File: config.mk
export PLATFORM = sky130hd
export DESIGN_NAME = inventory_ctrl
export DESIGN_NICKNAME = d
export VERILOG_FILES = /design/src/rtl/inventory_ctrl.sv
export SDC_FILE = /design/constraint.sdc
export NUM_CORES = 1
export LEC_CHECK = 0
export CELL_PAD_IN_SITES_DETAIL_PLACEMENT = 0
export CELL_PAD_IN_SITES_GLOBAL_PLACEMENT = 1
export CORE_MARGIN = 5
export CORE_UTILIZATION = 45
export CTS_CLUSTER_DIAMETER = 150
export CTS_CLUSTER_SIZE = 14
export DETAILED_ROUTE_END_ITERATION = 10
export GPL_TIMING_DRIVEN = 0
export MAX_ROUTING_LAYER = met4
export PLACE_DENSITY_LB_ADDON = 0.3
export SETUP_SLACK_MARGIN = 0.02
export SYNTH_ARGS = -nofsm -noshare
export SYNTH_HDL_FRONTEND = slang
export SYNTH_SLANG_ARGS = --single-unit
File: constraint.sdc
create_clock -name clk -period 2.3 [get_ports clk]
set_input_delay 0.46 -clock clk [delete_from_list [all_inputs] [get_ports clk]]
set_output_delay 0.46 -clock clk [all_outputs]
set_load 0.03 [all_outputs]
File: src/rtl/inventory_ctrl.sv
// Purpose: four-slot item counter with vend/restock requests, round-robin arbitration and a reset-time clear sweep.
// Latency: grant edge N -> ack pulse during the cycle after edge N+3 -> back in IDLE after edge N+4.
// Backpressure: level requests are held until their ack; busy is high whenever the FSM is not idle.
module inventory_ctrl #(
  parameter int unsigned MAX_QTY  = 15,
  parameter int unsigned INIT_QTY = 0
) (
  input  logic       clk,
  input  logic       rst_n,
  input  logic       vend_req,
  input  logic [1:0] vend_slot,
  input  logic       restock_req,
  input  logic [1:0] restock_slot,
  input  logic [3:0] restock_qty,
  input  logic [1:0] rd_slot,
  output logic [3:0] rd_qty,
  output logic       vend_ack,
  output logic       vend_ok,
  output logic       vend_empty,
  output logic       restock_ack,
  output logic       restock_sat,
  output logic       busy
);

  localparam logic [3:0] MAX4  = 4'(MAX_QTY);
  localparam logic [4:0] MAX5  = 5'(MAX_QTY);
  localparam logic [3:0] INIT4 = 4'(INIT_QTY);

  typedef enum logic [2:0] {CLEAR, IDLE, READ, WRITE, ACK} state_t;

  state_t     state;
  logic [3:0] mem [4];
  logic [1:0] clr_addr;
  logic       rr_ptr;        // 0: vend side wins a tie, 1: restock side wins
  logic       op_restock;
  logic [1:0] op_slot;
  logic [3:0] op_qty;
  logic [3:0] cur;
  logic       pend_ok;
  logic       pend_empty;
  logic       pend_sat;
  logic       ack_phase;     // 0: first ACK cycle (raise acks), 1: second (drop acks, leave)

  logic       grant_vend;
  logic       grant_restock;
  logic [4:0] sum;
  logic       mem_we;
  logic [1:0] mem_waddr;
  logic [3:0] mem_wdata;

  assign sum    = {1'b0, cur} + {1'b0, op_qty};
  assign rd_qty = mem[rd_slot];
  assign busy   = (state != IDLE);

  // Tie between both requesters goes to the side named by the round-robin pointer
  always_comb begin
    grant_vend    = vend_req && (!restock_req || !rr_ptr);
    grant_restock = restock_req && (!vend_req || rr_ptr);
  end

  // Memory write port: clear sweep, or the read-modify-write result in WRITE
  always_comb begin
    mem_we    = 1'b0;
    mem_waddr = clr_addr;
    mem_wdata = INIT4;
    case (state)
      CLEAR: begin
        mem_we    = 1'b1;
        mem_waddr = clr_addr;
        mem_wdata = INIT4;
      end
      WRITE: begin
        mem_waddr = op_slot;
        if (op_restock) begin
          mem_we    = 1'b1;
          mem_wdata = (sum > MAX5) ? MAX4 : sum[3:0];
        end else if (cur != 4'd0) begin
          mem_we    = 1'b1;
          mem_wdata = cur - 4'd1;
        end
      end
      default: begin
        mem_we = 1'b0;
      end
    endcase
  end

  // Slot storage: synchronous write, asynchronous read
  always_ff @(posedge clk) begin
    if (mem_we) begin
      mem[mem_waddr] <= mem_wdata;
    end
  end

  // Control FSM with registered ack/flag outputs
  always_ff @(posedge clk or negedge rst_n) begin
    if (!rst_n) begin
      state       <= CLEAR;
      clr_addr    <= 2'd0;
      rr_ptr      <= 1'b0;
      op_restock  <= 1'b0;
      op_slot     <= 2'd0;
      op_qty      <= 4'd0;
      cur         <= 4'd0;
      pend_ok     <= 1'b0;
      pend_empty  <= 1'b0;
      pend_sat    <= 1'b0;
      ack_phase   <= 1'b0;
      vend_ack    <= 1'b0;
      vend_ok     <= 1'b0;
      vend_empty  <= 1'b0;
      restock_ack <= 1'b0;
      restock_sat <= 1'b0;
    end else begin
      case (state)
        CLEAR: begin
          clr_addr <= clr_addr + 2'd1;
          if (clr_addr == 2'd3) begin
            state <= IDLE;
          end
        end
        IDLE: begin
          if (grant_vend || grant_restock) begin
            op_restock <= grant_restock;
            op_slot    <= grant_restock ? restock_slot : vend_slot;
            op_qty     <= restock_qty;
            rr_ptr     <= ~rr_ptr;
            state      <= READ;
          end
        end
        READ: begin
          cur   <= mem[op_slot];
          state <= WRITE;
        end
        WRITE: begin
          pend_sat   <= op_restock && (sum > MAX5);
          pend_ok    <= !op_restock && (cur != 4'd0);
          pend_empty <= !op_restock && (cur == 4'd0);
          state      <= ACK;
        end
        ACK: begin
          if (!ack_phase) begin
            ack_phase   <= 1'b1;
            vend_ack    <= !op_restock;
            vend_ok     <= pend_ok;
            vend_empty  <= pend_empty;
            restock_ack <= op_restock;
            restock_sat <= pend_sat;
          end else begin
            ack_phase   <= 1'b0;
            vend_ack    <= 1'b0;
            vend_ok     <= 1'b0;
            vend_empty  <= 1'b0;
            restock_ack <= 1'b0;
            restock_sat <= 1'b0;
            state       <= IDLE;
          end
        end
        default: begin
          state <= CLEAR;
        end
      endcase
    end
  end

endmodule

---- Word level (Yosys, flattened, before mapping) ----
Memory sizes are Yosys's and may differ from the RTL's. A register that Yosys moved wholly into a read port is not among the register bits.
Index checks and enable logic that the tools add are counted.
operators by class
  $add $sub $neg .......................... 3
  $lt $le $gt $ge ......................... 1
  equality and inequality tests ........... 9
  muxes and demuxes ....................... 21
  bitwise logic cells ..................... 1
  reductions and logical operators ........ 18
operators by type and width
  operator             number
  $mux 4               4
  $pmux 3 s5           1
  $mux 1               10
  $mux 3               3
  $eq 3x2->1 const B   2
  $ne 2x2->1 const B   3
  $add 4x4->5          1
  $gt 5x4->1 const B   1
  $logic_and 1x1->1    5
  $logic_not 1->1      5
  $logic_not 4->1      1
  $mux 2               2
  $reduce_bool 4->1    1
  $sub 4x1->4 const B  1
  $eq 3x1->1 const B   1
  $eq 3x3->1 const B   1
  $logic_not 3->1      1
  $logic_or 1x1->1     3
  $ne 3x1->1 const B   1
  $reduce_and 3->1     1
  $add 2x1->2 const B  1
  $eq 2x2->1 const B   1
  $pmux 1 s2           1
  $reduce_and 2->1     1
  $not 1->1            1
word-level totals
  bits in registers ....................... 22
  bits in writable memories ............... 16
  input bits .............................. 14
  output and inout port bits .............. 10
  logic and storage cells ................. 69
  memories ................................ 1
memories
  memory  depth  width  rd ports  clocked after Yosys merged registers in  write ports  line  RTL
  mem     4      4      2         1                                        1            32    logic [3:0] mem [4];

---- Depth between registers and ports, before layout ----
  depth after elaboration ................. 6
  depth in mapped cells ................... 6
  mapped depth without buffers ............ 6

---- Worst setup path after synthesis ----
No wires, ideal clock.
  kind .................................... register to register
  start ................................... reg cur[3] (read register of mem)
  end ..................................... mem mem[0][3], data pin
  setup time .............................. 0.265 ns
  arrival time ............................ 1.507 ns
  required time ........................... 2.035 ns
  path slack .............................. 0.527 ns
  stages on the path, launching flop included .. 5
  path buffers ............................ 0
  clock period less this slack ............ 1.773 ns
  cell sequence ........................... dfrtp_1 ha_1 or4b_1 a21oi_1 and4b_1
between the ends
  cells in the longest elaborated chain, start to end .. 5
  elaborated cells on any way between the ends .. 8
  those cells by class .................... add/sub (2); order compare (1); mux (4); reduce/logical (1)
ends and longest elaborated chain
  what                    line  RTL
  start, declared         38    logic [3:0] cur;
  $add 4x4->5             51    assign sum = {1'b0, cur} + {1'b0, op_qty};
  $gt 5x4->1              76    mem_wdata = (sum > MAX5) ? MAX4 : sum[3:0];
  $mux 4                  76
  $mux 4 (*)              74    if (op_restock) begin
  $mux 4 (*)              66    case (state)
  named net mem_wdata[3]  49    logic [3:0] mem_wdata;
  end, declared           32
The timed path passes the listed nets; every way through them passes the cells marked *.

---- Worst setup path after layout ----
  start ................................... in rd_slot[0]
  end ..................................... out rd_qty[0]
between the ends
  cells in the longest elaborated chain, start to end .. 1
ends and longest elaborated chain
  what             line  RTL
  start, declared  15    input logic [1:0] rd_slot,
  $mem_v2 4x4      -
  end, declared    16    output logic [3:0] rd_qty,
No other way between the ends.

==> metrics <==
Mapped Nets=slightly below 200; die width=79.7 um; Final setup viols=0; wire length per cell=between 15 and 20 um; Final Hold Vio Count=0; Global Route Usage Sum=~16%; relative slew slack=between 20% and 30%; drt via density=~5.5; Die Y=between 70 and 80 um; clock skew=between 0.005 and 0.006 ns; Setup CP Type=input port to primary output; clock sinks=42; CTS buffer count=5; Startpoint Class=input port; vias in the first global route=approximately 1500; dominant synthesized flop cell=dfrtp_1; Worst Slack Setup Final=roughly 0.11 ns; fillcell total=404; WP data required=about 1.8 ns; Via Count=1487; status=completed; Detailed Route Iter0 Violations=between 100 and 150; sequential element share of the synthesized area=about half; layout cells sized above 1=roughly 15%; max-slew violation count=0; clock root buffer=clkbuf_8; CP Launch Point=rd_slot[0]; pre-CTS setup slack=-0.429 ns; hold crit path type=register to register; row count=25; CP Capture Type=primary output; non-filler cells, final=270; Worst-path clk slew=~0.07 ns; LEAKAGE=between 1 and 1.5 nW; Worst Max-Slew Pin Slew=about 1.2 ns; Mapped Cells=about 170; EDFF count, synth=16; Period minus WS final=2.19 ns; P&R area growth vs syn=17.9%; critical-path maximum fanout=4; Worst-Skew Late Latency=roughly 0.29 ns; leading cell types in the layout, fill and taps excluded=dfrtp_1 (26), clkdlybuf4s50_1 (17), edfxtp_1 (16); final worst path period share=95.0%; Overflow after GRT=0; Antenna Nets Post-Route=0; largest net degree at the start of global routing=27; dpl cell area=2500 um2; YS warnings=0; hold wc startpoint=rr_ptr$_DFFE_PN0P_; Final GP Congestion=around 0.86; fmax=~0.46 GHz; Total Wirelength=4340 um; Placed Instances=262; H-tree depth=2; DRC=0; crit path DAT=1.73 ns; post-DP HPWL=around 3400 um; port buffer count=23; unrepaired setup endpoints after global routing=no; Post-Synthesis Cell Area=approximately 2200 um2; max-cap viol count=0; Worst VDD drop=roughly 0.65 mV; most common cell after layout, fill and taps aside=dfrtp_1; setup_tns=0 ns; IO Pins=24; synthesized flop and latch total=between 40 and 50; Post-synth ARST share=approximately three fifths; Initial Util=46.3%; post-layout util=54.6%; synthesized area per cell=~13 um2; die area=6350 um2; Clock Path Buffers=2; Post-CTS Setup Repair Bufs=0; DRT Pass-1 Iters=4; # diodes=0; CTS tree=done; initial antenna violation count=0; Distinct cells, synth=50; Final Cell Area=2580 um2; core area=approximately 4700 um2; pwr dens=roughly 1400 nW/um2; R2R Path Start=cur[0]$_DFFE_PN0N_; first-pass GRT wire length=around 7400 um; Final nets=about 220
sequential cells by signal (all words and copies together) (netlist names):
name	cells
vend_empty	1
vend_ok	1
op_restock	1
op_qty	4
ack_phase	1
vend_ack	1
rr_ptr	1
op_slot	2
restock_ack	1
pend_empty	1
pend_ok	1
state	3
mem	16
cur	4
restock_sat	1
pend_sat	1
clr_addr	2
metal layers:
layer | part of all wire, % | vias up | wire length, um | global-route usage (%)
met5 | 0 | - | 0 | -
met3 | 3.7 | 12 | 162 | 4.18
li1 | - | 706 | - | -
met1 | 44 | 744 | 1900 | 19.6
met4 | 3.3 | 0 | 141 | 7.73
met2 | 49 | 25 | 2130 | 24.5
kinds of logic (layout without fill, tap and decap cells):
logic type,after synthesis,in the layout,synth area share [%]
buffers and inverters,18,49,4.12
multiplexers,16,16,12.8
adder cells (fa/ha/maj),8,8,4.92
AO/OA/AOI/OAI,38,38,11.3
XOR/XNOR,4,4,1.60
AND/OR/NAND/NOR,46,46,13.6
flip-flops,42,42,51.7
power breakdown:
part / switching [W] / leakage [nW] / total [W] / internal (W)
logic: 0.000955 / 0.543 / 0.00174 / 0.000781
registers: 0.000200 / 0.480 / 0.00132 / 0.00112
clock network: 0.000245 / 0.0416 / 0.000452 / 0.000208
total: 0.00140 / 1.06 / 0.00351 / 0.00211
final cells by class:
type | instances | area (um2) | share of cell area [%]
timing repair buffer | 23 | 223 | 8.64
clock buffer | 5 | 68.8 | 2.67
clock inverter | 3 | 16.3 | 0.631
inverter | 9 | 33.8 | 1.31
buffer | 9 | 56.3 | 2.18
multi-input combinational | 112 | 965 | 37.4
sequential | 42 | 1130 | 43.9
tap | 67 | 83.8 | 3.25
synthesized netlist by cell type, types with 3 or more instances:
library cell / number / area share [%]
dfrtp_1: 26 / 30
nand2b_1: 4 / 1.1
o21ai_1: 4 / 0.92
nor3_1: 3 / 0.69
mux2_4: 3 / 2.1
nor2_1: 8 / 1.4
o31ai_1: 3 / 1.0
a21oi_1: 6 / 1.4
o21ai_0: 11 / 2.5
buf_2: 3 / 0.69
mux2_2: 3 / 1.5
nand2_1: 12 / 2.1
nand3b_1: 3 / 1.0
mux4_2: 8 / 8.2
edfxtp_1: 16 / 22
ha_1: 7 / 4.0
inv_1: 9 / 1.5
critical path: stages:
cell	delay (ns)
dlygate4sd2_1	0.36
mux4_2	0.53
dlygate4sd2_1	0.37
timing repair:
| action | in CTS | in global routing |
|---|---|---|
| setup endpoints to repair | 5 | 0 |
| endpoints found under the hold margin | 0 | 0 |
| gates resized for setup | 6 | 0 |
| hold buffers | 0 | 0 |
final timing paths:
path | endpoint | slack [ns] | cells past startpoint
setup reg to reg | mem[1][1]$_DFFE_PP_ | 0.22 | 5
setup / recovery | rd_qty[0] | 0.11 | 3
hold / removal | rr_ptr$_DFFE_PN0P_ | 0.47 | 1
min in group asynchronous | state[1]$_DFFE_PN0P_ | 0.79 | 1
hold reg to reg | rr_ptr$_DFFE_PN0P_ | 0.47 | 1
max in group asynchronous | cur[2]$_DFFE_PN0N_ | 0.80 | 1
through the flow:
| step | hold slack, ns | power (W) |
|---|---|---|
| 2_1_floorplan | 0.164 | 0.00260 |
| 3_3_place_gp | 0.460 | 0.00302 |
| 3_5_place_dp | 0.458 | 0.00310 |
| 4_1_cts | 0.473 | 0.00355 |
| 5_1_grt | 0.507 | 0.00380 |
| 6_report | 0.467 | 0.00351 |
Power figures use the tool's default switching activity.
==> variant, RTL diff (config.mk and constraints unchanged) <==
Make the reset (`rst_n`) synchronous in one clocked block. Comments in the files are not updated.
--- a/src/rtl/inventory_ctrl.sv
+++ b/src/rtl/inventory_ctrl.sv
@@ -95,3 +95,3 @@
   // Control FSM with registered ack/flag outputs
-  always_ff @(posedge clk or negedge rst_n) begin
+  always_ff @(posedge clk) begin
     if (!rst_n) begin
Check against the original RTL: differs if rst_n is asserted again (counterexample within 10 cycles, from zero or initial values and one cycle with rst_n low); with rst_n held inactive, the same outputs for 10 cycles.
==> variant against the unedited design <==
- global-route usage decreased by 1.0 points
- clock skew increased by 6.0 ps
- wire length decreased by 3.1%
- largest cell class unchanged
- sequential share of layout area decreased by 3.3 points
- sequential cell count unchanged
- cell area decreased by 4.2%
- synthesized cell count increased by 8.7%
- critical path type unchanged
- worst setup slack got worse by 8.9 ps
- area after synthesis decreased by 4.4%
Power is not compared: it rests on default switching activity, and its combinational part moved more than twofold at a synthesized area within 25%.
==> variant: results (changes against the unedited design) <==
status = completed (unchanged)
fraction of layout cells with a size suffix above 1 = 11.9% (was 15.3%)
r2r setup slk = 280 ps (was 220 ps)
Unique masters post-synth = 34 (was 50)
clk cell area share = 3.70% (was 3.30%)
Root Driver = clkbuf_8 (unchanged)
Synth Area in Compound Gates = 10.3% (was 11.3%)
pin count of the biggest net entering global routing = 16 (was 27)
HPWL after DPL = 3.25 mm (was 3.35 mm)
Met2 Wirelength = 1.98 mm (was 2.13 mm)
mux share of post-synthesis cell area = 14.0% (was 12.8%)
Clock Skew = 11.4 ps (was 5.41 ps)
Wirelength per Cell = 15.6 µm (was 16.1 µm)
leakage power = 0.935 nW
Placer Congestion = 0.808 (was 0.858)
initial antenna violation count = 0 (unchanged)
slowest cell on the critical path = mux4_2 (unchanged)
initial drt markers = 109 (was 114)
Non-clk bufs = 32 (unchanged)
Worst-Margin Slew = 689 ps (was 1190 ps)
worst ir drop on vdd = 0.335 mV
Sink Count = 42 (unchanged)
top cells by area, synth = dfxtp_1 (25%), edfxtp_1 (23%), mux4_2 (8.6%) (was dfrtp_1 (30%), edfxtp_1 (22%), mux4_2 (8.2%))
Multi-In Gates = 127 (was 112)
Setup CP Type = in2out (unchanged)
leading post-synthesis cells by instance count = dfxtp_1 (26), nor2_1 (22), edfxtp_1 (16) (was dfrtp_1 (26), edfxtp_1 (16), nand2_1 (12))
H-tree lvl count = 2 (unchanged)
via count = 1,466 (was 1,487)
placed cell count = 262 (unchanged)
nonclk inv count = 9 (unchanged)
Clock Tree Buf Depth = 2 (unchanged)
Post-synth ARST share = 0% (was 61.9%)
pre-CTS setup slack = -422 ps (was -429 ps)
first-pass GRT wire length = 6.91 mm (was 7.42 mm)
Seq/Total Area, Yosys = 47.9% (was 51.7%)
fillers = 386 (was 404)
Syn-to-layout area delta = 18.1% (was 17.9%)
Post-Synth XOR/XNOR Area = 2.51% (was 1.60%)
syn_area_per_cell = 11.2 µm² (was 12.7 µm²)
vias in the first global route = 1,431 (was 1,522)
Seq/total area = 40.5% (was 43.9%)
Metal-1 WL = 1.95 mm (was 1.90 mm)
Worst EP arrival = 1730 ps (about the same)
highest metal used = met4 (unchanged)
1st-pass router iterations = 4 (unchanged)
Final nets = 239 (was 224)
multi-input gate share of total cell area = 40.1% (was 37.4%)
Worst-path clk slew = 90 ps (was 70 ps)
met3 WL post-DR = 206 µm (was 162 µm)
buffering overhead = 11.7% (was 10.8%)
Syn Nets = 209 (was 194)
crit path max fanout = 4 (unchanged)
Post-DP Area = 0.00238 mm² (was 0.00250 mm²)
adder-cell share of the synthesized area = 5.15% (was 4.92%)
total track usage = 14.9% (was 16.0%)
Final Critical Period = 2190 ps (about the same)
CTS buffer count = 5 (unchanged)
Hold Slack = 456 ps (was 467 ps)
## variant: worst paths after layout
path,cells after the start,startpoint,to
worst min register to register,2,vend_ack,vend_ack
worst min-delay path,2,vend_ack,vend_ack
worst max register to register,4,state[1],mem[3][2]
worst max-delay path,3,rd_slot[0],rd_qty[0]
## variant: power by group
part / leakage (nW) / switching [mW] / internal [mW] / total, mW
Clock: 0.0451 / 0.268 / 0.218 / 0.486
Combinational: 0.525 / 0.345 / 0.277 / 0.622
Sequential: 0.365 / 0.0733 / 0.930 / 1.00
## variant: cell families after synthesis
family / after synthesis
AND/OR/NAND/NOR: 59
multiplexers: 19
flip-flops: 42
adder cells (fa/ha/maj): 8
AO/OA/AOI/OAI: 35
XOR/XNOR: 6
buffers and inverters: 18
## variant: metal layers
metal	global-route usage (%)	vias to the layer above
li1	-	732
met1	18.6	693
met2	24.0	35
met3	3.66	6
met4	4.72	0
met5	-	-
## variant: tightest hold or removal path: stages, from the launching register on
cell	delay [ps]
dfxtp_1	320
nand2_1	50
a21oi_1	50
